`src/rtl/fetch_pkg.sv`:
```
//------------------------------------------------------------------------------
// Module      : fetch_pkg
// Description : Shared widths, fetch-queue entry type and PC helpers.
// Revision    : 1.0 - initial release
//------------------------------------------------------------------------------
`default_nettype none

`ifndef DATA_WIDTH
`define DATA_WIDTH 32
`endif
`ifndef INSTR_WIDTH
`define INSTR_WIDTH 32
`endif
`ifndef NOP_INSTRUCTION
`define NOP_INSTRUCTION 32'h0000_0013
`endif

package fetch_pkg;

  typedef struct packed {
    logic [`DATA_WIDTH-1:0]  pc;
    logic [`INSTR_WIDTH-1:0] instr;
  } fq_entry_t;

  localparam int ENTRY_W = $bits(fq_entry_t);

  localparam logic [`DATA_WIDTH-1:0] PC_STEP = `DATA_WIDTH'(4);

  // Instruction fetch is always word aligned; the two low address bits are dropped.
  function automatic logic [`DATA_WIDTH-1:0] word_align(input logic [`DATA_WIDTH-1:0] addr);
    return addr & ~(`DATA_WIDTH'(3));
  endfunction

endpackage

`default_nettype wire

```
`src/rtl/fetch_queue.sv`:
```
//------------------------------------------------------------------------------
// Module      : fetch_queue
// Description : Small synchronous FIFO of {pc, instr} entries with flush.
// Revision    : 1.0 - initial release
//------------------------------------------------------------------------------
`default_nettype none

module fetch_queue
  import fetch_pkg::*;
#(
  parameter int DEPTH = 2
) (
  input  logic                         clk,
  input  logic                         rst_n,
  input  logic                         flush,
  input  logic                         push,
  input  logic [ENTRY_W-1:0]           push_data,
  input  logic                         pop,
  output logic [ENTRY_W-1:0]           head,
  output logic [$clog2(DEPTH+1)-1:0]   count,
  output logic                         empty
);

  localparam int PTR_W = $clog2(DEPTH);
  localparam int CNT_W = $clog2(DEPTH + 1);

  fq_entry_t        r_mem [DEPTH];
  logic [PTR_W-1:0] r_wr_ptr;
  logic [PTR_W-1:0] r_rd_ptr;
  logic [CNT_W-1:0] r_count;

  logic w_full;
  logic w_push;
  logic w_pop;

  assign w_full  = (r_count == CNT_W'(DEPTH));
  assign empty   = (r_count == '0);
  assign count   = r_count;
  assign w_pop   = pop & ~empty;
  // A full queue accepts a push in the same cycle its head leaves.
  assign w_push  = push & ~flush & (~w_full | w_pop);
  assign head    = r_mem[r_rd_ptr];

  always_ff @(posedge clk or negedge rst_n) begin
    if (!rst_n) begin
      r_wr_ptr <= '0;
      r_rd_ptr <= '0;
      r_count  <= '0;
    end else if (flush) begin
      r_wr_ptr <= '0;
      r_rd_ptr <= '0;
      r_count  <= '0;
    end else begin
      if (w_push) begin
        r_wr_ptr <= r_wr_ptr + PTR_W'(1);
      end
      if (w_pop) begin
        r_rd_ptr <= r_rd_ptr + PTR_W'(1);
      end
      case ({w_push, w_pop})
        2'b10:   r_count <= r_count + CNT_W'(1);
        2'b01:   r_count <= r_count - CNT_W'(1);
        default: r_count <= r_count;
      endcase
    end
  end

  always_ff @(posedge clk) begin
    if (w_push) begin
      r_mem[r_wr_ptr] <= push_data;
    end
  end

endmodule

`default_nettype wire

```
`src/rtl/fetch_stage.sv`:
```
//------------------------------------------------------------------------------
// Module      : fetch_stage
// Description : Instruction-fetch front end: PC, ROM address, fetch queue, id handshake.
// Revision    : 1.0 - initial release
//------------------------------------------------------------------------------
`default_nettype none

module fetch_stage
  import fetch_pkg::*;
#(
  parameter logic [`DATA_WIDTH-1:0] RESET_PC = 32'h0000_0000,
  parameter int                     FQ_DEPTH = 2
) (
  input  logic                     clk,
  input  logic                     rst_n,
  output logic [`DATA_WIDTH-1:0]   imem_addr,
  input  logic [`INSTR_WIDTH-1:0]  imem_instr,
  input  logic                     redirect_valid,
  input  logic [`DATA_WIDTH-1:0]   redirect_pc,
  output logic                     id_valid,
  input  logic                     id_ready,
  output logic [`INSTR_WIDTH-1:0]  id_instr,
  output logic [`DATA_WIDTH-1:0]   id_pc,
  output logic [`DATA_WIDTH-1:0]   id_pc_plus4
);

  localparam int CNT_W = $clog2(FQ_DEPTH + 1);

  logic [`DATA_WIDTH-1:0] r_pc;
  logic [CNT_W-1:0]       w_count;
  logic                   w_empty;
  logic                   w_deq;
  logic                   w_enq;
  fq_entry_t              w_push_entry;
  fq_entry_t              w_head;

  assign imem_addr = r_pc;
  assign id_valid  = ~w_empty;
  assign w_deq     = id_valid & id_ready;
  assign w_enq     = ~redirect_valid & ((w_count < CNT_W'(FQ_DEPTH)) | w_deq);

  always_comb begin
    w_push_entry       = '0;
    w_push_entry.pc    = r_pc;
    w_push_entry.instr = imem_instr;
  end

  // Redirect wins over everything: the word at the current PC is dropped.
  always_ff @(posedge clk or negedge rst_n) begin
    if (!rst_n) begin
      r_pc <= word_align(RESET_PC);
    end else if (redirect_valid) begin
      r_pc <= word_align(redirect_pc);
    end else if (w_enq) begin
      r_pc <= r_pc + PC_STEP;
    end
  end

  fetch_queue #(
    .DEPTH (FQ_DEPTH)
  ) u_fetch_queue (
    .clk       (clk),
    .rst_n     (rst_n),
    .flush     (redirect_valid),
    .push      (w_enq),
    .push_data (w_push_entry),
    .pop       (w_deq),
    .head      (w_head),
    .count     (w_count),
    .empty     (w_empty)
  );

  always_comb begin
    id_instr    = `NOP_INSTRUCTION;
    id_pc       = '0;
    id_pc_plus4 = '0;
    if (id_valid) begin
      id_instr    = w_head.instr;
      id_pc       = w_head.pc;
      id_pc_plus4 = w_head.pc + PC_STEP;
    end
  end

endmodule

`default_nettype wire
```
`config.mk`:
```
export PLATFORM = sky130hd
export DESIGN_NAME = fetch_stage
export DESIGN_NICKNAME = d
export VERILOG_FILES = /design/src/rtl/fetch_pkg.sv /design/src/rtl/fetch_queue.sv /design/src/rtl/fetch_stage.sv
export SDC_FILE = /design/constraint.sdc
export NUM_CORES = 1
export LEC_CHECK = 0
export CAP_MARGIN = 15
export CORE_MARGIN = 4
export CORE_UTILIZATION = 45
export DETAILED_ROUTE_END_ITERATION = 7
export PLACE_DENSITY_LB_ADDON = 0.25
export RECOVER_POWER = 50
export SYNTH_ARGS = -nofsm -noshare
export SYNTH_HDL_FRONTEND = slang
export SYNTH_SLANG_ARGS = --single-unit
```
`constraint.sdc`:
```
create_clock -name clk -period 7.3 [get_ports clk]
set_input_delay 1.46 -clock clk [delete_from_list [all_inputs] [get_ports clk]]
set_output_delay 1.46 -clock clk [all_outputs]
set_load 0.005 [all_outputs]
```
# Word level (Yosys, flattened, before mapping)
# Memories as Yosys holds them, arrays and structs flattened.
# Cells that the tools add are included.
totals:
  mem_bits_rw: 128
  n_memories: 1
  rom_bits: 0
  input_bits: 68
  latchBits: 0
  wordCells: 43
  regBits: 36
classes:
  shifts: 0
  multipliers: 0
  n_mux: 13
  n_reduce_logical: 5
  bitwise: 10
  eq_ne: 3
  add_sub_neg: 6
  n_div: 0
  order_cmp: 1
memory_table:
  columns: ["memory", "words", "width", "rd", "rd_ports_with_merged_regs", "wr", "line", "text"]
  rows:
  - ["u_fetch_queue.r_mem", 2, 64, 1, 0, 1, "fetch_queue.sv:27", "fq_entry_t r_mem [DEPTH];"]
ops:
  columns: ["cell", "n"]
  rows:
  - ["two-way mux 32 bit", 5]
  - ["adder 32 x 3 -> 32 bit (second input constant)", 2]
  - ["two-way mux 1 bit", 6]
  - ["nonzero test 2 bit", 3]
  - ["AND 1 bit", 5]
  - ["== test 2 bit (second input constant)", 2]
  - ["case mux 2 bit (2 select lines)", 1]
  - ["NOT 1 bit", 3]
  - ["nonzero test 3 bit", 1]
  - ["adder 1 bit (second input constant)", 2]
  - ["adder 2 x 1 -> 2 bit (second input constant)", 1]
  - ["== test 2 x 1 -> 1 bit (second input constant)", 1]
  - ["zero test 2 bit", 1]
  - ["less-than comparator 2 bit (second input constant)", 1]
  - ["two-way mux 2 bit", 1]
  - ["OR 1 bit", 2]
  - ["subtractor 2 x 1 -> 2 bit (second input constant)", 1]

# Depth between registers and ports, before layout
depth:
  ltp_word: 10
  mapped_depth: 10

# Cells and area by module
# A second synthesis with hierarchy kept.
hier_totals:
  cells_unflattened: 631
  hier_area_um2: 7886.3
modules_own_cells:
  columns: ["mod", "area_each_um2", "instances", "cells_per_inst"]
  rows:
  - ["fetch_queue", 4884.7, 1, 224]
  - ["fetch_stage", 3001.6, 1, 407]

# Worst setup path after synthesis
# No wires, ideal clock.
synth_timing:
  path_type: "input-to-reg"
  startpoint: "input port redirect_valid"
  endpoint: "memory u_fetch_queue.r_mem[0][0] in the netlist's numbering (enable)"
  setup_ns: 0.559
  slack_ns: 0.633
  path_buffers: 2
  t_required_ns: 6.741
  t_arrival_ns: 6.108
  cell_stages: 3
  cell_sequence: "clkbuf_1 -> clkbuf_1 -> nor3_1"
synth_between:
  elab_chain_len: 6
synth_lines:
  columns: ["item", "line", "text"]
  rows:
  - ["from (decl)", "fetch_stage.sv:18", "input logic redirect_valid,"]
  - ["NOT 1 bit (*)", "fetch_queue.sv:41, fetch_stage.sv:40", null]
  - ["AND 1 bit", "fetch_stage.sv:40", "assign w_enq = ~redirect_valid & ((w_count < CNT_W'(FQ_DEPTH)) | w_deq);"]
  - ["AND 1 bit (*) (2 in series)", "fetch_queue.sv:41", "assign w_push = push & ~flush & (~w_full | w_pop);"]
  - ["two-way mux 1 bit (*)", "fetch_queue.sv:69", "if (w_push) begin"]
  - ["two-way mux 1 bit (not written as such) (*)", "fetch_queue.sv:70", "r_mem[r_wr_ptr] <= push_data;"]
  - ["to (decl)", "fetch_queue.sv:27", null]
# Every way passes the cells marked *; elsewhere a longest branch is shown, timed or not.

# Final worst setup path
layout_timing:
  startpoint: "register u_fetch_queue.r_rd_ptr"
  endpoint: "output port id_pc_plus4[26]"
layout_between:
  elab_chain_len: 3
layout_lines:
  columns: ["item", "line", "text"]
  rows:
  - ["from (decl)", "fetch_queue.sv:29", "logic [PTR_W-1:0] r_rd_ptr;"]
  - ["from (signal assigned)", "fetch_queue.sv:58", "r_rd_ptr <= r_rd_ptr + PTR_W'(1);"]
  - ["memory read (2 x 64 bit)", null, null]
  - ["adder 32 x 3 -> 32 bit", "fetch_stage.sv:80", "id_pc_plus4 = w_head.pc + PC_STEP;"]
  - ["two-way mux 32 bit", "fetch_stage.sv:77", "if (id_valid) begin"]
  - ["to (decl)", "fetch_stage.sv:24", "output logic [`DATA_WIDTH-1:0] id_pc_plus4"]
# No other way between the ends.

==> results.yml <==
outcome:
  status: "complete, but fails checks"
  violations: "max-capacitance violations, max-slew violations"
floorplan:
  io_pins: 197
  die_y_um: 136
  dieWidth_um: 136
  num_rows: 46
  design.die.area_um2: 18600
  initial_utilization_pct: 46.3
  core_area_um2: 16000
setup_path:
  required_ns: 5.84
  crit_fanout: 55
  rr_worst_depth: 3
  crit_type: "reg2out"
  critPathCaptureType: "output port"
  critPathLaunchType: "flip-flop"
  cp.arrival_ns: 4.40
  worst-r2r-setup-slack_ns: 3.46
cells_and_area:
  nNetsFinal: 874
  final_common_cell: "clkdlybuf4s50_1"
  fillers: 1263
  mostFrequentLayoutCells: "clkdlybuf4s50_1 (127), edfxtp_1 (124), nor2_1 (82)"
  drive_gt1_share_pct: 6.00
  stdcell_area_um2: 10000
  seqCellArea_um2: 4580
  multi_input_area_um2: 2640
  area_delta_synth_final_pct: 35.7
cts:
  clk-insertion-delay-late_ns: 0.42
  cts.repair.resized: 0
  cts-htree-levels: 4
  cts_buffers: 17
  root_buffer: "clkbuf_16"
  clk_pin_slew_worst_paths_ns: 0.06
  cts_setup_buffers: 0
  cts_tree: "built"
  clock_path_buffers: 2
  cts_sinks: 158
  cts_hold_buf: 0
sta:
  setup-violations-final: 0
  fin_skew_ns: 0.0149
  fin_crit_sh_pct: 80.3
  rsz0062_at_grt: "no"
  relSlewSlack_pct: -138
  drv_slew: 157
  hold_slack_ns: 0.526
  clock.fmax_mhz: 171
  setup_tns_ns: 0
  fin_crit_ns: 5.86
  finalHoldViolCount: 0
  worst_slack_ns: 1.44
  tightest_slew_ns: 3.56
drt:
  ant_nets: 0
  drtPass1Iterations: 5
  vias_per_cell: 5.26
  post_drt_wl_per_cell_um: 17.2
  drt_iter0_drc: 240
  route.detailed.drc: 0
  vias: 5439
  wl_mm: 17.8
place:
  dpl_cell_area_um2: 9430
  dp_slack_ns: 1.86
  port_buffers: 188
  gp_congestion: 0.854
  dp_hpwl_mm: 12.3
yosys:
  ys.flop_type: "edfxtp_1"
  synth_area_leaders: "edfxtp_1 (50%), dfrtp_1 (11%), mux2i_1 (7.6%)"
  synth.distinct_cells: 48
  syn_area_um2: 7400
  async_reset_ff_share_pct: 21.5
  synth_warnings: 0
  synth-seq-cells: 158
  synth_edf_count: 124
  netlist_instances: 627
  avgSynthCellArea_um2: 11.8
  yosysTopAreaCell: "edfxtp_1"
  yosysTopAreaCellShare_pct: 50.3
  ys_seq_area_share_pct: 61.8
global_routing:
  grt_pass1_wl_mm: 27.3
  grt_overflow_total: 0
  antenna_found_initial: 1
  grt_usage_pct: 19.0
  grt_pass1_vias: 5291
  grt_start_max_net_pins: 73
power_and_ir_drop:
  peakVddDrop_uv: 171
  pwr_density_cell_nw_per_um2: 245
  power_leakage_nw: 3.54
  power_mw: 2.46
min_path:
  hold_depth: 0
  hold_class: "reg2reg"
run:
  max_cap_viol_count: 3
[logic make-up after synthesis]
group | after synthesis | synth area share, %
buffers and inverters | 48 | 3.03
adders and majority gates | 2 | 0.338
xor gates and xnor gates | 37 | 4.38
AOI/OAI and AO/OA | 81 | 6.76
muxes | 63 | 8.64
other | 1 | 0.0507
DFF | 158 | 61.8
and+or+nand+nor | 237 | 15.0
[Yosys cell counts, types with 2 or more instances]
master / n
a211oi_1: 2
a21boi_0: 3
a21oi_1: 8
a31oi_1: 6
a32o_1: 3
and2_1: 10
and3_1: 6
and4_1: 5
buf_2: 13
buf_4: 7
clkbuf_1: 17
dfrtp_1: 34
edfxtp_1: 124
ha_1: 2
inv_1: 8
mux2_2: 7
mux2i_1: 56
nand2_1: 64
nand2b_1: 2
nand3_1: 15
nand3b_1: 4
nand4_1: 18
nand4b_1: 2
nor2_1: 83
nor2b_1: 5
nor3_1: 9
nor4_1: 4
o21a_1: 2
o21ai_0: 39
o31a_1: 2
o31ai_1: 8
o32ai_1: 2
o41ai_1: 2
or2_2: 2
or3_1: 5
xnor2_1: 18
xor2_1: 19
[critical path: stages, from the launching register on]
cell	delay, ns
dfrtp_4	0.85
buf_4	0.65
nand3_1	0.15
a21boi_0	0.45
nand4_1	0.54
nor4_1	0.46
mux2_2	0.38
clkdlybuf4s50_1	0.45
[layer usage]
metal,global-route usage (%),wire (um),share of wire [%]
met5,0,0,0
met2,31.1,8620,49
met3,4.85,1270,7.2
met1,24.2,7430,42
met4,7.84,444,2.5
[per-stage QoR]
| stage | instances | util (%) |
|---|---|---|
| after CTS | 1033 | 62.8 |
| after detailed placement | 1001 | 58.9 |
| final | 1034 | 62.7 |
| after global placement | 1001 | 58.9 |
| after floorplan | 632 | - |
| after global routing | 1034 | 62.7 |
[where the power goes]
part / total (mW) / leakage, nW / internal, mW / switching [mW]
Sequential: 1.12 / 1.57 / 1.06 / 0.0648
Combinational: 0.453 / 1.65 / 0.244 / 0.209
Clock: 0.880 / 0.310 / 0.537 / 0.344
Total: 2.46 / 3.54 / 1.84 / 0.618
[registers in the layout, indices dropped and copies added (netlist names)]
signal / cells
imem_addr: 30
u_fetch_queue.count: 2
u_fetch_queue.r_mem: 124
u_fetch_queue.r_rd_ptr: 1
u_fetch_queue.r_wr_ptr: 1
[layout make-up]
type	count	share of cell area, %
sequential	158	45.6
multi-input combinational	426	26.3
timing repair buffer	192	18.9
clock buffer	23	5.51
tap	216	2.69
clock inverter	9	0.648
inverter	9	0.336
antenna	1	0.0249
[worst paths after layout]
| check | start | end |
|---|---|---|
| setup reg to reg | u_fetch_queue.count[1]$_DFFE_PN0P_ | u_fetch_queue.r_mem[0][31]$_DFFE_PP_ |
| min in group asynchronous | rst_n | imem_addr[28]$_DFFE_PN0P_ |
| setup / recovery | u_fetch_queue.r_rd_ptr$_DFFE_PN0P_ | id_pc_plus4[26] |
| max in group asynchronous | rst_n | u_fetch_queue.r_rd_ptr$_DFFE_PN0P_ |
| hold reg to reg | imem_addr[31]$_DFFE_PN0P_ | u_fetch_queue.r_mem[1][63]$_DFFE_PP_ |
| hold / removal | imem_addr[31]$_DFFE_PN0P_ | u_fetch_queue.r_mem[1][63]$_DFFE_PP_ |
Power figures use the tool's default switching activity.
